[src/rtl/washing_machine_controller_param.sv]
// rtl/washing_machine_controller_param.sv - parametrised washing machine sequencer
// Internal timers, programmable rinse passes, fill/drain watchdogs and door fault handling.
module washing_machine_controller_param #(
    parameter int CNT_W         = 16,
    parameter int WASH_CYCLES   = 1000,
    parameter int RINSE_CYCLES  = 500,
    parameter int SPIN_CYCLES   = 800,
    parameter int FILL_TIMEOUT  = 4000,
    parameter int DRAIN_TIMEOUT = 4000,
    parameter int RC_W          = 2,
    parameter int MAX_RINSES    = 3
) (
    input  logic            clk,
    input  logic            rst,
    input  logic            start,
    input  logic            door_close,
    input  logic            filled,
    input  logic            detergent_added,
    input  logic            drained,
    input  logic            pause,
    input  logic            err_clr,
    input  logic [RC_W-1:0] num_rinses,
    output logic            door_lock,
    output logic            motor_on,
    output logic            fill_valve_on,
    output logic            drain_valve_on,
    output logic            done,
    output logic            error,
    output logic [3:0]      state,
    output logic [RC_W-1:0] rinse_left
);

    typedef enum logic [3:0] {
        S_IDLE     = 4'd0,
        S_FILL     = 4'd1,
        S_WAIT_DET = 4'd2,
        S_WASH     = 4'd3,
        S_DRAIN    = 4'd4,
        S_RINSE    = 4'd5,
        S_SPIN     = 4'd6,
        S_DONE     = 4'd7,
        S_ERROR    = 4'd8
    } state_e;

    typedef enum logic {
        WASH_PHASE  = 1'b0,
        RINSE_PHASE = 1'b1
    } phase_e;

    // Timers count down from N-1 to 0, so each load is the duration minus one.
    localparam logic [CNT_W-1:0] FILL_LOAD  = CNT_W'(FILL_TIMEOUT - 1);
    localparam logic [CNT_W-1:0] DRAIN_LOAD = CNT_W'(DRAIN_TIMEOUT - 1);
    localparam logic [CNT_W-1:0] WASH_LOAD  = CNT_W'(WASH_CYCLES - 1);
    localparam logic [CNT_W-1:0] RINSE_LOAD = CNT_W'(RINSE_CYCLES - 1);
    localparam logic [CNT_W-1:0] SPIN_LOAD  = CNT_W'(SPIN_CYCLES - 1);
    localparam logic [CNT_W-1:0] TMR_ONE    = CNT_W'(1);
    localparam logic [RC_W-1:0]  RC_ONE     = RC_W'(1);
    localparam logic [RC_W-1:0]  RC_MAX     = RC_W'(MAX_RINSES);

    state_e            state_q, state_d;
    phase_e            phase_q, phase_d;
    logic [CNT_W-1:0]  timer_q, timer_d;
    logic [RC_W-1:0]   rinse_q, rinse_d;
    logic [RC_W-1:0]   rinse_load;
    logic              timer_zero;

    assign rinse_load = (int'(num_rinses) > MAX_RINSES) ? RC_MAX : num_rinses;
    assign timer_zero = (timer_q == '0);

    always_ff @(posedge clk or negedge rst) begin
        if (!rst) begin
            state_q <= S_IDLE;
            phase_q <= WASH_PHASE;
            timer_q <= '0;
            rinse_q <= '0;
        end else begin
            state_q <= state_d;
            phase_q <= phase_d;
            timer_q <= timer_d;
            rinse_q <= rinse_d;
        end
    end

    always_comb begin
        state_d = state_q;
        phase_d = phase_q;
        timer_d = timer_q;
        rinse_d = rinse_q;

        unique case (state_q)
            S_IDLE: begin
                if (start && door_close) begin
                    state_d = S_FILL;
                    rinse_d = rinse_load;
                    phase_d = WASH_PHASE;
                    timer_d = FILL_LOAD;
                end
            end
            S_FILL: begin
                if (filled) begin
                    if (phase_q == WASH_PHASE) begin
                        state_d = S_WAIT_DET;
                        timer_d = '0;
                    end else begin
                        state_d = S_RINSE;
                        timer_d = RINSE_LOAD;
                    end
                end else if (timer_zero) begin
                    state_d = S_ERROR;
                    timer_d = '0;
                end else begin
                    timer_d = timer_q - TMR_ONE;
                end
            end
            S_WAIT_DET: begin
                if (detergent_added) begin
                    state_d = S_WASH;
                    timer_d = WASH_LOAD;
                end
            end
            S_WASH, S_RINSE: begin
                if (!pause) begin
                    if (timer_zero) begin
                        state_d = S_DRAIN;
                        timer_d = DRAIN_LOAD;
                    end else begin
                        timer_d = timer_q - TMR_ONE;
                    end
                end
            end
            S_SPIN: begin
                if (!pause) begin
                    if (timer_zero) begin
                        state_d = S_DONE;
                        timer_d = '0;
                    end else begin
                        timer_d = timer_q - TMR_ONE;
                    end
                end
            end
            S_DRAIN: begin
                if (drained) begin
                    if (rinse_q != '0) begin
                        state_d = S_FILL;
                        rinse_d = rinse_q - RC_ONE;
                        phase_d = RINSE_PHASE;
                        timer_d = FILL_LOAD;
                    end else begin
                        state_d = S_SPIN;
                        timer_d = SPIN_LOAD;
                    end
                end else if (timer_zero) begin
                    state_d = S_ERROR;
                    timer_d = '0;
                end else begin
                    timer_d = timer_q - TMR_ONE;
                end
            end
            S_DONE: begin
                if (!start) begin
                    state_d = S_IDLE;
                end
            end
            S_ERROR: begin
                if (err_clr && drained) begin
                    state_d = S_IDLE;
                end
            end
            default: begin
                state_d = S_IDLE;
                timer_d = '0;
            end
        endcase

        // An open door while the drum is active overrides every other transition.
        if (state_q inside {S_FILL, S_WAIT_DET, S_WASH, S_DRAIN, S_RINSE, S_SPIN} && !door_close) begin
            state_d = S_ERROR;
            phase_d = phase_q;
            rinse_d = rinse_q;
            timer_d = '0;
        end
    end

    always_comb begin
        door_lock      = 1'b0;
        motor_on       = 1'b0;
        fill_valve_on  = 1'b0;
        drain_valve_on = 1'b0;
        done           = 1'b0;
        error          = 1'b0;
        unique case (state_q)
            S_FILL: begin
                door_lock     = 1'b1;
                fill_valve_on = 1'b1;
            end
            S_WAIT_DET: door_lock = 1'b1;
            S_WASH, S_RINSE: begin
                door_lock = 1'b1;
                motor_on  = !pause;
            end
            S_DRAIN: begin
                door_lock      = 1'b1;
                drain_valve_on = 1'b1;
            end
            S_SPIN: begin
                door_lock      = 1'b1;
                motor_on       = !pause;
                drain_valve_on = 1'b1;
            end
            S_DONE: done = 1'b1;
            S_ERROR: begin
                error          = 1'b1;
                drain_valve_on = 1'b1;
                door_lock      = !drained;
            end
            default: ;
        endcase
    end

    assign state      = state_q;
    assign rinse_left = rinse_q;

endmodule

[config.mk]
export PLATFORM = sky130hd
export DESIGN_NAME = washing_machine_controller_param
export DESIGN_NICKNAME = d
export VERILOG_FILES = /design/src/rtl/washing_machine_controller_param.sv
export SDC_FILE = /design/constraint.sdc
export NUM_CORES = 1
export LEC_CHECK = 0
export ABC_AREA = 0
export BUFFER_PORTS_ARGS = -buffer_cell sky130_fd_sc_hd__buf_4
export CAP_MARGIN = 10
export CORE_ASPECT_RATIO = 1.5
export CORE_MARGIN = 2
export CORE_UTILIZATION = 50
export CTS_BUF_LIST = sky130_fd_sc_hd__clkbuf_2
export DETAILED_ROUTE_END_ITERATION = 12
export PLACE_DENSITY = 0.67
export SYNTH_ARGS = -nofsm -noshare
export SYNTH_HDL_FRONTEND = slang
export SYNTH_SLANG_ARGS = --single-unit
[constraint.sdc]
create_clock -name clk -period 6.24 [get_ports clk]
set_clock_uncertainty 0.2 [all_clocks]
set_input_delay 0 -clock clk [delete_from_list [all_inputs] [get_ports clk]]
set_output_delay 0 -clock clk [all_outputs]
set_load 0.05 [all_outputs]
==> run summary <==
Worst Hold Class: input pin to flip-flop
clk slew on worst S/H paths: 0.24 ns
Rel. slew slack: 49.9%
Post-DP HPWL: 4.24 mm
die width: 54.6 um
Post-synth EDFFs: 0
Starting Density: 52.2%
synthesized area: 0.00192 mm2
n_diodes: 0
RSZ-0062 raised after global routing: false
area of the multi-input gates: 0.00123 mm2
syn avg cell area: 7.48 um2
Fin Setup TNS: 0 ns
post-cts resize count: 0
detailed router's first-iteration violation count: 121
Yosys warnings: 0
post-synthesis sequential area ratio: 29.9%
Critical Path, Cell by Cell: inv_1, ha_1, or3b_2, nor3_2, nand2_1, o21ai_0, nand3_1, dlygate4sd3_1, mux2i_1
CP max-delay cell: dlygate4sd3_1
Syn Nets: 270
IO buf count: 22
total core area: 0.00368 mm2
Ports: 23
clk sinks: 23
crit path from: timer_q[0]
# fillers: 349
max incr delay on CP: 0.67 ns
TritonCTS clock tree: done
Final Critical Period: 3.28 ns
GP Congestion: 0.900
total CTS buffers: 3
Global Route Usage Sum: 29.3%
Die Y: 80.0 um
WP data required: 6.32 ns
hold_buf cts: 12
routed vias: 2139
run status: complete, no violations
maximum clock path buffer count: 2
critical path class: flip-flop to flip-flop
final WL: 5.92 mm
crit path DAT: 3.36 ns
number of H-tree levels: 1
Final Hold Fails: 0
Worst R2R Start: timer_q[0]
synth unique cells: 54
P&R area growth vs syn: 16.3%
Worst Max-Slew Pin Slew: 0.744 ns
largest net degree at the start of global routing: 24
total grt overflow: 0
Final period util: 52.5%
Avg Vias per Cell: 6.60
layout cells sized above 1: 12.8%
Worst setup EP type: flip-flop
Remaining DRCs: 0
FP Rows: 27
Setup-failing EPs final: 0
ys async rst share: 100%
initial antenna violation count: 0
Worst Setup Start Kind: flip-flop
Hold Crit Start: err_clr
root buffer cell: clkbuf_2
full die area: 0.00437 mm2
number of global-route vias before repair: 1946
DR WL/cell: 18.3 um
pwr/cell area: 568 mW/mm2
top_reg_cell synth: dfrtp_1
post-CTS setup buffers: 0
CP max FO: 8
Max Cap Viol: 0
Worst VDD drop: 0.000337 V
max-slew violation count: 0
P_leak: 0.962 nW
register area: 576 um2
DRT antenna net count: 0
post-synthesis register bit count: 23
DR pass1 iterations: 6
first-pass GRT wire length: 9.46 mm
final core utilization: 60.8%
# nets final: 295
clk_lat worst skew: 0.36 ns
fmax: 305 MHz
Placed Cells: 307
Post-Layout Cell Count: 324
Synth Instances: 257
==> cells by family (layout without fill, tap and decap cells) <==
family / after synthesis / count (layout) / share of synthesized area [%]
xor gates and xnor gates: 3 / 3 / 1.37
adders and majority gates: 2 / 2 / 1.30
DFF: 23 / 23 / 29.9
muxes: 3 / 3 / 1.63
and+or+nand+nor: 102 / 102 / 27.6
AOI/OAI and AO/OA: 95 / 95 / 32.3
buffers and inverters: 29 / 53 / 5.86
==> sequential cells by signal, indices dropped and copies added, names as in the netlist <==
register and count:
timer_q 16, state 4, rinse_left 2, phase_q 1
==> cells in the mapped netlist, drive strengths merged (3+ instances only) <==
| cell type | number | area [um2] |
|---|---|---|
| a21boi | 3 | 22.5 |
| nand3 | 9 | 45.0 |
| nor2 | 22 | 82.6 |
| o2bb2ai | 4 | 35.0 |
| clkbuf | 11 | 41.3 |
| nand2b | 10 | 62.6 |
| nor4 | 5 | 31.3 |
| buf | 4 | 18.8 |
| and3 | 4 | 25.0 |
| dfrtp | 23 | 576 |
| xnor2 | 3 | 26.3 |
| a21o | 6 | 46.3 |
| o21ai | 22 | 110 |
| or3 | 6 | 47.5 |
| o22ai | 8 | 50.1 |
| nor3 | 16 | 90.1 |
| nand2 | 21 | 78.8 |
| or4 | 4 | 33.8 |
| a21oi | 25 | 125 |
| inv | 14 | 52.6 |
==> through the flow <==
step / hold slack (ns) / worst slack (ns) / area [um2] / power [mW]
2_1_floorplan: -0.496 / 2.92 / 1920 / 0.951
3_3_place_gp: -0.292 / 3.10 / 2080 / 1.17
3_5_place_dp: -0.281 / 3.15 / 2080 / 1.16
4_1_cts: 0.111 / 2.97 / 2220 / 1.25
5_1_grt: 0.145 / 2.66 / 2240 / 1.37
6_report: 0.119 / 2.96 / 2240 / 1.27
==> metal layers <==
metal / track usage (%) / vias up / wire length, um
li1: - / 1014 / -
met1: 37.1 / 989 / 2430
met2: 48.2 / 113 / 2910
met3: 2.62 / 23 / 346
met4: 13.8 / 0 / 229
met5: 0 / - / 0
==> final cells by class <==
cell class,instances,area share [%]
inverter,14,2.35
multi-input combinational,205,55.2
clock buffer,3,0.671
sequential,23,25.7
clock inverter,1,0.224
tap,43,2.40
timing repair buffer,35,13.4
==> cell usage in the layout (no fill, tap or decap), types with 3 or more instances in the layout <==
| master | count |
|---|---|
| a21boi_0 | 3 |
| a21o_1 | 5 |
| a21oi_1 | 25 |
| and3_1 | 4 |
| buf_4 | 22 |
| clkbuf_2 | 3 |
| dfrtp_1 | 23 |
| dlygate4sd3_1 | 12 |
| inv_1 | 14 |
| nand2_1 | 21 |
| nand2b_1 | 10 |
| nand3_1 | 9 |
| nor2_1 | 22 |
| nor3_1 | 14 |
| nor4_1 | 5 |
| o21ai_0 | 20 |
| o22ai_1 | 8 |
| o2bb2ai_1 | 4 |
| or3_1 | 4 |
| or4_1 | 3 |
| xnor2_1 | 3 |
==> worst paths after layout <==
kind                            slack, ns            end  cells after the start
min in group asynchronous            0.46       state[1]                      3
worst min-delay path                 0.12       state[0]                      5
worst min register to register       0.36  rinse_left[1]                      2
max in group asynchronous            4.89     timer_q[1]                      4
worst max-delay path                 2.96       state[1]                      9
worst max register to register       2.96       state[1]                      9
==> power breakdown <==
group          internal, mW  switching, mW
Clock                0.0145         0.0500
Sequential            0.202         0.0998
Combinational         0.330          0.574
==> worst max-delay path, delay by kind of cell (launching register included) <==
family                     cells  cell delay, ns
muxes                          1            0.13
buffers and inverters          2            0.75
DFF                            1            0.46
AOI/OAI and AO/OA              1            0.21
adders and majority gates      1            0.20
and+or+nand+nor                4            1.24
Note: power is estimated with default switching activity, not from simulation.
